**config.mk**
```make
export PLATFORM = sky130hd
export DESIGN_NAME = prog_rom
export DESIGN_NICKNAME = d
export VERILOG_FILES = /design/src/rtl/prog_rom_pkg.sv /design/src/rtl/prog_loader.sv /design/src/rtl/prog_rom.sv
export SDC_FILE = /design/constraint.sdc
export NUM_CORES = 1
export LEC_CHECK = 0
export ABC_AREA = 1
export BUFFER_PORTS_ARGS = -buffer_cell sky130_fd_sc_hd__buf_2
export CAP_MARGIN = 10
export CELL_PAD_IN_SITES_DETAIL_PLACEMENT = 1
export CELL_PAD_IN_SITES_GLOBAL_PLACEMENT = 1
export CORE_UTILIZATION = 46
export CTS_CLUSTER_DIAMETER = 120
export DETAILED_ROUTE_END_ITERATION = 16
export PLACE_DENSITY_LB_ADDON = 0.1
export SYNTH_ARGS = -nofsm -noshare
export SYNTH_HDL_FRONTEND = slang
export SYNTH_SLANG_ARGS = --single-unit
```
**constraint.sdc**
```tcl
create_clock -name clk -period 1.68 [get_ports clk]
set_input_delay 0.168 -clock clk [delete_from_list [all_inputs] [get_ports clk]]
set_output_delay 0.168 -clock clk [all_outputs]
set_load 0.01 [all_outputs]
```
**src/rtl/prog_rom_pkg.sv**
```systemverilog
// prog_rom_pkg: shared types and sizing helpers for the program ROM.
//   state_t       - loader FSM states
//   depth()       - number of words for a given fetch address width
package prog_rom_pkg;

    localparam int unsigned DEF_ADDR_W = 4;
    localparam int unsigned DEF_DATA_W = 4;

    typedef enum logic [1:0] {
        IDLE = 2'd0,
        LOAD = 2'd1,
        DONE = 2'd2
    } state_t;

    // Words addressable by an aw-bit program counter.
    function automatic int unsigned depth(input int unsigned aw);
        return 32'(1) << aw;
    endfunction

endpackage

```
**src/rtl/prog_loader.sv**
```systemverilog
// prog_loader: byte-stream load controller for the program ROM.
// Ports:
//   clk, rst                  - clock, synchronous active-high reset
//   load_start, load_abort    - begin / abandon a full program load
//   load_valid, load_data     - incoming program word stream
//   load_ready                - word accepted this cycle when valid (high in LOAD)
//   cpu_hold                  - CPU must stall (LOAD and DONE)
//   load_done                 - one-cycle pulse after the last word is written
//   load_sum                  - XOR of words written in the current/last load
//   we_c, waddr               - memory write strobe (combinational) and address
module prog_loader
    import prog_rom_pkg::*;
#(
    parameter int unsigned ADDR_W = DEF_ADDR_W,
    parameter int unsigned DATA_W = DEF_DATA_W
) (
    input  logic              clk,
    input  logic              rst,
    input  logic              load_start,
    input  logic              load_abort,
    input  logic              load_valid,
    input  logic [DATA_W-1:0] load_data,
    output logic              load_ready,
    output logic              cpu_hold,
    output logic              load_done,
    output logic [DATA_W-1:0] load_sum,
    output logic              we_c,
    output logic [ADDR_W-1:0] waddr
);

    localparam int unsigned DEPTH = depth(ADDR_W);
    localparam logic [ADDR_W-1:0] LAST_IDX = ADDR_W'(DEPTH - 1);

    state_t            state;
    logic [ADDR_W-1:0] wptr;

    // load_ready mirrors state==LOAD, so abort gating is the only extra term.
    assign we_c  = load_valid & load_ready & ~load_abort;
    assign waddr = wptr;

    // FSM with registered outputs; each transition sets the outputs of its target state.
    always_ff @(posedge clk) begin
        if (rst) begin
            state      <= IDLE;
            wptr       <= '0;
            load_sum   <= '0;
            load_ready <= 1'b0;
            cpu_hold   <= 1'b0;
            load_done  <= 1'b0;
        end else begin
            case (state)
                IDLE: begin
                    if (load_start && !load_abort) begin
                        state      <= LOAD;
                        wptr       <= '0;
                        load_sum   <= '0;
                        load_ready <= 1'b1;
                        cpu_hold   <= 1'b1;
                    end
                end
                LOAD: begin
                    if (load_abort) begin
                        state      <= IDLE;
                        load_ready <= 1'b0;
                        cpu_hold   <= 1'b0;
                    end else if (load_valid) begin
                        load_sum <= load_sum ^ load_data;
                        // Wraps to 0 after the last index; no extra word is written.
                        wptr     <= wptr + ADDR_W'(1);
                        if (wptr == LAST_IDX) begin
                            state      <= DONE;
                            load_ready <= 1'b0;
                            load_done  <= 1'b1;
                        end
                    end
                end
                DONE: begin
                    state     <= IDLE;
                    cpu_hold  <= 1'b0;
                    load_done <= 1'b0;
                end
                default: begin
                    state      <= IDLE;
                    load_ready <= 1'b0;
                    cpu_hold   <= 1'b0;
                    load_done  <= 1'b0;
                end
            endcase
        end
    end

endmodule

```
**src/rtl/prog_rom.sv**
```systemverilog
// prog_rom: run-time loadable program memory on the CPU fetch interface.
// Ports:
//   clk, rst          - clock, synchronous active-high reset (clears memory)
//   addr, data        - fetch address and zero-latency instruction word
//   load_start/abort  - begin / abandon a program load
//   load_valid/data   - program word stream, address order from 0
//   load_ready        - word accepted this cycle
//   cpu_hold          - CPU stall during load
//   load_done         - pulse after the last word is written
//   load_sum          - XOR of words written by the current/last load
module prog_rom
    import prog_rom_pkg::*;
#(
    parameter int unsigned ADDR_W = DEF_ADDR_W,
    parameter int unsigned DATA_W = DEF_DATA_W
) (
    input  logic              clk,
    input  logic              rst,
    input  logic [ADDR_W-1:0] addr,
    output logic [DATA_W-1:0] data,
    input  logic              load_start,
    input  logic              load_abort,
    input  logic              load_valid,
    input  logic [DATA_W-1:0] load_data,
    output logic              load_ready,
    output logic              cpu_hold,
    output logic              load_done,
    output logic [DATA_W-1:0] load_sum
);

    localparam int unsigned DEPTH = depth(ADDR_W);

    logic [DATA_W-1:0] mem [DEPTH];
    logic              we_c;
    logic [ADDR_W-1:0] waddr;

    prog_loader #(
        .ADDR_W (ADDR_W),
        .DATA_W (DATA_W)
    ) u_loader (
        .clk        (clk),
        .rst        (rst),
        .load_start (load_start),
        .load_abort (load_abort),
        .load_valid (load_valid),
        .load_data  (load_data),
        .load_ready (load_ready),
        .cpu_hold   (cpu_hold),
        .load_done  (load_done),
        .load_sum   (load_sum),
        .we_c       (we_c),
        .waddr      (waddr)
    );

    // Memory array; reset clears every word so a partial load is discarded.
    always_ff @(posedge clk) begin
        if (rst) begin
            for (int i = 0; i < int'(DEPTH); i++) begin
                mem[i] <= '0;
            end
        end else if (we_c) begin
            mem[waddr] <= load_data;
        end
    end

    // Combinational fetch: old word visible during its own write cycle.
    assign data = mem[addr];

endmodule

```
==> results of run 1 <==
-- cells in the final DEF, fill, tap and decap left out, drive strengths merged --
cell type | synthesis | layout
nor3 | 1 | 1
o21ai | 3 | 3
buf | 11 | 35
clkinv | 0 | 2
dfxtp | 13 | 13
nor2 | 83 | 83
a21oi | 8 | 8
xor2 | 4 | 4
inv | 74 | 74
bufinv | 0 | 1
ha | 5 | 5
nor4 | 1 | 1
clkbuf | 7 | 10
clkinvlp | 0 | 3
nand2 | 129 | 129
nand3 | 67 | 67
a31oi | 1 | 1
edfxtp | 64 | 64
-- worst paths after layout --
check / from / to / depth (start not counted)
max: u_loader.waddr[0] / mem[0][3] / 6
min: rst / u_loader.load_sum[1] / 2
max reg2reg: u_loader.waddr[0] / mem[0][3] / 6
min reg2reg: u_loader.load_done / u_loader.load_done / 2
-- metal layers --
metal	GRT usage	share of wire	wire length (um)	vias up
met4	0.0692	0.0084	77	0
met5	0	0	0	-
met3	0.0459	0.022	200	8
li1	-	-	-	1537
met2	0.412	0.52	4740	44
met1	0.278	0.45	4120	1432
-- layout make-up --
class / instances / area [um2]
fillers: 1033 / 3860
clock inverters: 6 / 62.6
multi-input cells: 302 / 1400
flip-flops and latches: 77 / 2180
clock buffers: 10 / 138
well taps: 105 / 131
repair buffers: 35 / 205
inverters: 74 / 278
-- cells by family (layout without fill, tap and decap cells) --
kind of cell,after synthesis,after routing,share of synthesized area
buffers and inverters,92,125,0.0955
adders and majority gates,5,5,0.0159
and+or+nand+nor,281,281,0.309
DFF,77,77,0.555
xor gates and xnor gates,4,4,0.00891
AOI/OAI and AO/OA,12,12,0.0156
-- power breakdown --
group	internal [W]	total (W)	switching (W)
Combinational	0.000118	0.000384	0.000265
Sequential	0.00212	0.00215	0.0000233
Clock	0.000721	0.00140	0.000674
-- critical path, stage by stage, from the launching register on --
cell	delay (ns)
dfxtp_1	0.34
inv_1	0.15
ha_1	0.17
inv_1	0.04
nor2_2	0.22
nand2_1	0.19
nand2_2	0.15
-- stage by stage --
step / hold WS (ns) / setup TNS [ns] / setup slack [ns] / total power, W
6_report: 0.0780 / 0 / 0.127 / 0.00393
5_1_grt: 0.0805 / -0.0553 / -0.0129 / 0.00409
4_1_cts: 0.0671 / 0 / 0.0463 / 0.00396
3_5_place_dp: 0.444 / 0 / 0.0725 / 0.00258
3_3_place_gp: 0.437 / 0 / 0.164 / 0.00256
2_1_floorplan: 0.328 / 0 / 0.318 / 0.00244
-- state kept, by name (all words and copies together), names as in the netlist --
register / cells
u_loader.cpu_hold: 1
u_loader.load_sum: 4
mem: 64
u_loader.load_ready: 1
u_loader.state: 2
u_loader.load_done: 1
u_loader.waddr: 4
==> impl_metrics.csv, run 1 <==
group,metric,value,unit
grt,overflow,0,
yosys,synth.avg_cell_area,8.34,um2
clocking,postCtsResizedCells,0,
timing,rsz0062_at_grt,"yes",
yosys,yosysTopAreaCellShare,0.489,
layout,fin_nets,517,
layout,antennaDiodeCount,0,
route,vias,3021,
route,routed_wl,9140,um
clocking,clk_latency,0.34,ns
grt,grt_pass1_wl,15000,um
critical_path,crit_path_start_kind,"flip-flop",
timing,finalHoldViolCount,0,
critical_path,worstPathMaxFanout,5,
critical_path,regToRegSetupSlack,0.13,ns
layout,post-route-util,0.532,
yosys,netlist_top_cells_area,"edfxtp_1, nand2_1, nand3_1",
floorplan,ioPinCount,24,
clocking,clock_path_buffers,2,
yosys,synth_cell_type_count,25,
yosys,ys_seq_area_frac,0.555,
timing,worst_slew_pin_slew,0.488,ns
clocking,ctsHoldBuffers,0,
layout,stdcell_area,4390,um2
floorplan,initial_core_util,0.476,
critical_path,crit_arrival,1.60,ns
timing,slew_viol_final,0,
timing,final.min_clock_period,1.55,ns
yosys,synth_flop_cell,"edfxtp_1",
placement,io_buffers,23,
timing,setup_viol,0,
clocking,numCtsBuffers,9,
clocking,cts_tree,"yes",
clocking,cts_setup_buffers,0,
floorplan,die-area,8920,um2
route,first_iter_violations,66,
route,avgRoutedWirePerCell,15.0,um
floorplan,die_w,94.4,um
grt,antenna_found_initial,0,
route,detail_route.vias_per_cell,4.96,
clocking,htreeDepth,3,
layout,syn2layout_area_growth,11.8,%
placement,dp_cells,593,
yosys,synthCells,471,
min_path,holdCritPathClass,"in2reg",
timing,fin_crit_sh,0.924,
run_status,outcome,"finished, final reports clean",
floorplan,rows,33,
yosys,syn-num-nets,489,
yosys,synth_common_cells,"nand2_1, nor2_1, inv_1",
route,route.detailed.drc,0,
route,firstDrtPassIters,4,
floorplan,coreArea,8260,um2
placement,place_area,4170,um2
yosys,synth_area_leader_cell,"edfxtp_1",
power,ir_drop,410,uV
yosys,yosysMostFrequentCell,"nand2_1",
timing,max_slew_margin,0.674,
clocking,path_clk_slew,0.08,ns
yosys,ys_async_sr_fraction,0,
critical_path,critPathCaptureType,"flip-flop",
job,maxCapViolCount,0,
layout,drive_gt1_frac,0.149,
timing,fin_skew,0.00470,ns
grt,grt_max_degree,33,
clocking,root_buffer,"clkbuf_8",
clocking,cts_sinks,77,
floorplan,dieHeight,94.4,um
grt,grt_use_total,0.230,
grt,grt_pass1_vias,3066,
critical_path,crit_type,"reg2reg",
power,power_density,894,nW/um2
yosys,syn_area,3930,um2
route,antenna_left,0,
timing,fmax,644,MHz
power,total_leakage_power,2.04,nW
layout,final_cells,609,
placement,hpwl,6830,um
yosys,synth-edff-count,64,
critical_path,crit_required,1.73,ns
placement,gp_congestion,0.779,
yosys,synth_seq_cells,77,
yosys,yosysWarnings,0,
Power figures use the tool's default switching activity.
==> run 2, diff against run 1 <==
Settings changed: BUFFER_PORTS_ARGS -buffer_cell sky130_fd_sc_hd__buf_2 to -buffer_cell sky130_fd_sc_hd__buf_4, PLACE_DENSITY set to 0.76, PLACE_DENSITY_LB_ADDON 0.1 to not set, SYNTH_HIERARCHICAL set to 1.
==> run 2 against run 1 <==
Compared with the run above: wire length increased by 8.2%; area after synthesis decreased by 1.5%; sequential power about the same; critical path depth increased by 1; register-to-register slack about the same; hold slack improved by 0.058 ns; first-iteration DRC count increased by 61%; sequential share of layout area decreased by 1.8 points.
==> impl_metrics.csv, run 2 <==
group,metric,value,unit
critical_path,cp_cell_sequence,"nand2_1, nor2_2, nand2_2, nor3_4, buf_4, nand2_1, nand2_2",
layout,multi_input_area,1400,um2
yosys,synth_flop_cell,"edfxtp_1",
critical_path,crit_arrival,1.61,ns
timing,max_slew_margin,0.726,
layout,post-route-util,0.558,
placement,gp_congestion,0.795,
yosys,synth_area_leader_cell,"edfxtp_1",
placement,hpwl,7120,um
route,first_iter_violations,106,
grt,grt_max_degree,21,
critical_path,worstPathMaxFanout,4,
yosys,synth_seq_cells,77,
critical_path,max_stage_delay,0.36,ns
timing,final.min_clock_period,1.55,ns
placement,place_area,4310,um2
placement,dp_cells,608,
floorplan,dieHeight,93.8,um
yosys,netlist_top_cells_area,"edfxtp_1, nand2_1, nand3_1",
critical_path,crit_path_start_kind,"flip-flop",
layout,syn2layout_area_growth,17.7,%
yosys,synthCells,470,
yosys,ys_seq_area_frac,0.563,
yosys,synth-edff-count,64,
critical_path,critPathCaptureType,"flip-flop",
route,avgRoutedWirePerCell,15.8,um
timing,slew_viol_final,0,
grt,grt_pass1_vias,3207,
floorplan,coreArea,8180,um2
layout,fin_nets,530,
yosys,syn_area,3870,um2
critical_path,timing.rr.start,"u_loader/load_ready",
clocking,clk_latency,0.34,ns
floorplan,ioPinCount,24,
clocking,clock_path_buffers,2,
route,detail_route.vias_per_cell,5.01,
critical_path,crit_start,"u_loader/load_ready",
yosys,synth.avg_cell_area,8.24,um2
placement,io_buffers,23,
layout,final_cells,626,
critical_path,crit_slowest_cell,"dfxtp_1",
critical_path,cp_num_buf_inv,1,
min_path,holdCritPathClass,"in2reg",
power,ir_drop,376,uV
route,route.detailed.drc,0,
power,power_density,828,nW/um2
route,antenna_left,0,
critical_path,cp_top_family,"simple AND/OR/NAND/NOR gates",
route,vias,3135,
yosys,yosysMostFrequentCell,"nand2_1",
min_path,min_from,"load_start",
clocking,cts_sinks,77,
clocking,ctsHoldBuffers,0,
timing,setup_tns,0,ns
timing,setup_viol,0,
critical_path,crit_required,1.74,ns
clocking,numCtsBuffers,9,
route,routed_wl,9890,um
layout,largest_reg_flops,64,
yosys,synth_common_cells,"nand2_1, nor2_1, inv_1",
layout,layout_common_cells,"nand2_1, nor2_1, inv_1",
yosys,yosysTopAreaCellShare,0.496,
layout,regMostFlops,"mem",
grt,grt_use_total,0.244,
yosys,synth_cell_type_count,24,
layout,fillers,1002,
floorplan,initial_core_util,0.474,
power,total_leakage_power,2.07,nW
timing,fmax,643,MHz
floorplan,die-area,8790,um2
layout,stdcell_area,4560,um2
layout,antennaDiodeCount,0,
yosys,ys_async_sr_fraction,0,
grt,overflow,0,
timing,worst_slew_pin_slew,0.409,ns
clocking,path_clk_slew,0.07,ns
route,firstDrtPassIters,4,
yosys,syn-num-nets,484,
clocking,htreeDepth,3,
timing,finalHoldViolCount,0,
yosys,yosysWarnings,6,
clocking,cts_tree,"yes",
clocking,root_buffer,"clkbuf_8",
run_status,outcome,"finished, final reports clean",
layout,drive_gt1_frac,0.186,
timing,fin_crit_sh,0.925,
layout,final_common_cell,"nand2_1",
critical_path,crit_type,"reg2reg",
grt,grt_pass1_wl,15800,um
layout,seq_area,2180,um2
timing,fin_skew,0.00802,ns
job,maxCapViolCount,0,
floorplan,rows,33,
grt,antenna_found_initial,0,
floorplan,die_w,93.8,um
==> run 2: cell count changes in the layout (fill, tap and decap cells not counted), sizes merged, moves of 5 or more <==
cell   previous run  this run
nor2             83        75
nor3              1         6
nand2           129       142
buf              35        52
nand4             0         5
nand3            67        56
==> run 2: report_power, final <==
group	switching [W]	internal, W
Clock	0.000662	0.000573
Combinational	0.000268	0.000133
Sequential	0.0000210	0.00212
==> run 2: per-layer routing <==
metal  up-vias  wire, um  track usage
li1       1578         -            -
met1      1481      4210        0.300
met2        62      5160        0.437
met3        14       370       0.0267
met4         0       151       0.0936
met5         -         0            0
==> run 2: worst paths after layout <==
| kind | endpoint | slack [ns] | depth (start not counted) |
|---|---|---|---|
| setup / recovery | mem[4][1] | 0.13 | 7 |
| hold / removal | u_loader/waddr[3] | 0.14 | 4 |
| setup reg to reg | mem[4][1] | 0.13 | 7 |
| hold reg to reg | u_loader/load_done | 0.47 | 2 |
==> run 2: through the flow <==
| stage | power (W) | setup WS [ns] | hold WS [ns] |
|---|---|---|---|
| 2_1_floorplan | 0.00242 | 0.262 | 0.315 |
| 3_3_place_gp | 0.00256 | 0.0617 | 0.456 |
| 3_5_place_dp | 0.00258 | -0.0362 | 0.463 |
| 4_1_cts | 0.00381 | -0.0627 | 0.120 |
| 5_1_grt | 0.00391 | -0.0322 | 0.162 |
| 6_report | 0.00377 | 0.126 | 0.136 |
==> run 2: worst reg2reg max path, delay by kind of cell (launching register included) <==
kind	cells	cell delay (ns)
and+or+nand+nor	6	0.74
buffers and inverters	1	0.18
DFF	1	0.36
==> run 2: cell families (layout without fill, tap and decap cells) <==
family          count (synthesis)  in the layout  share of synthesized area
simple gates                  284            284                      0.311
buf+inv                        88            139                     0.0914
flops                          77             77                      0.563
compound gates                 15             15                     0.0197
xor+xnor                        5              5                     0.0113
fa+ha+maj                       1              1                    0.00323
==> run 2: cell type report <==
class,instances,area share
clock inverters,4,0.00549
multi-input cells,305,0.308
well taps,105,0.0288
repair buffers,52,0.0884
inverters,71,0.0587
clock buffers,12,0.0318
flip-flops and latches,77,0.479
==> run 2: repair_timing <==
action	4_1_cts	5_1_grt
buffers inserted	0	2
pin swaps	0	3
resized for setup	0	21
endpoints found under the setup margin	29	109
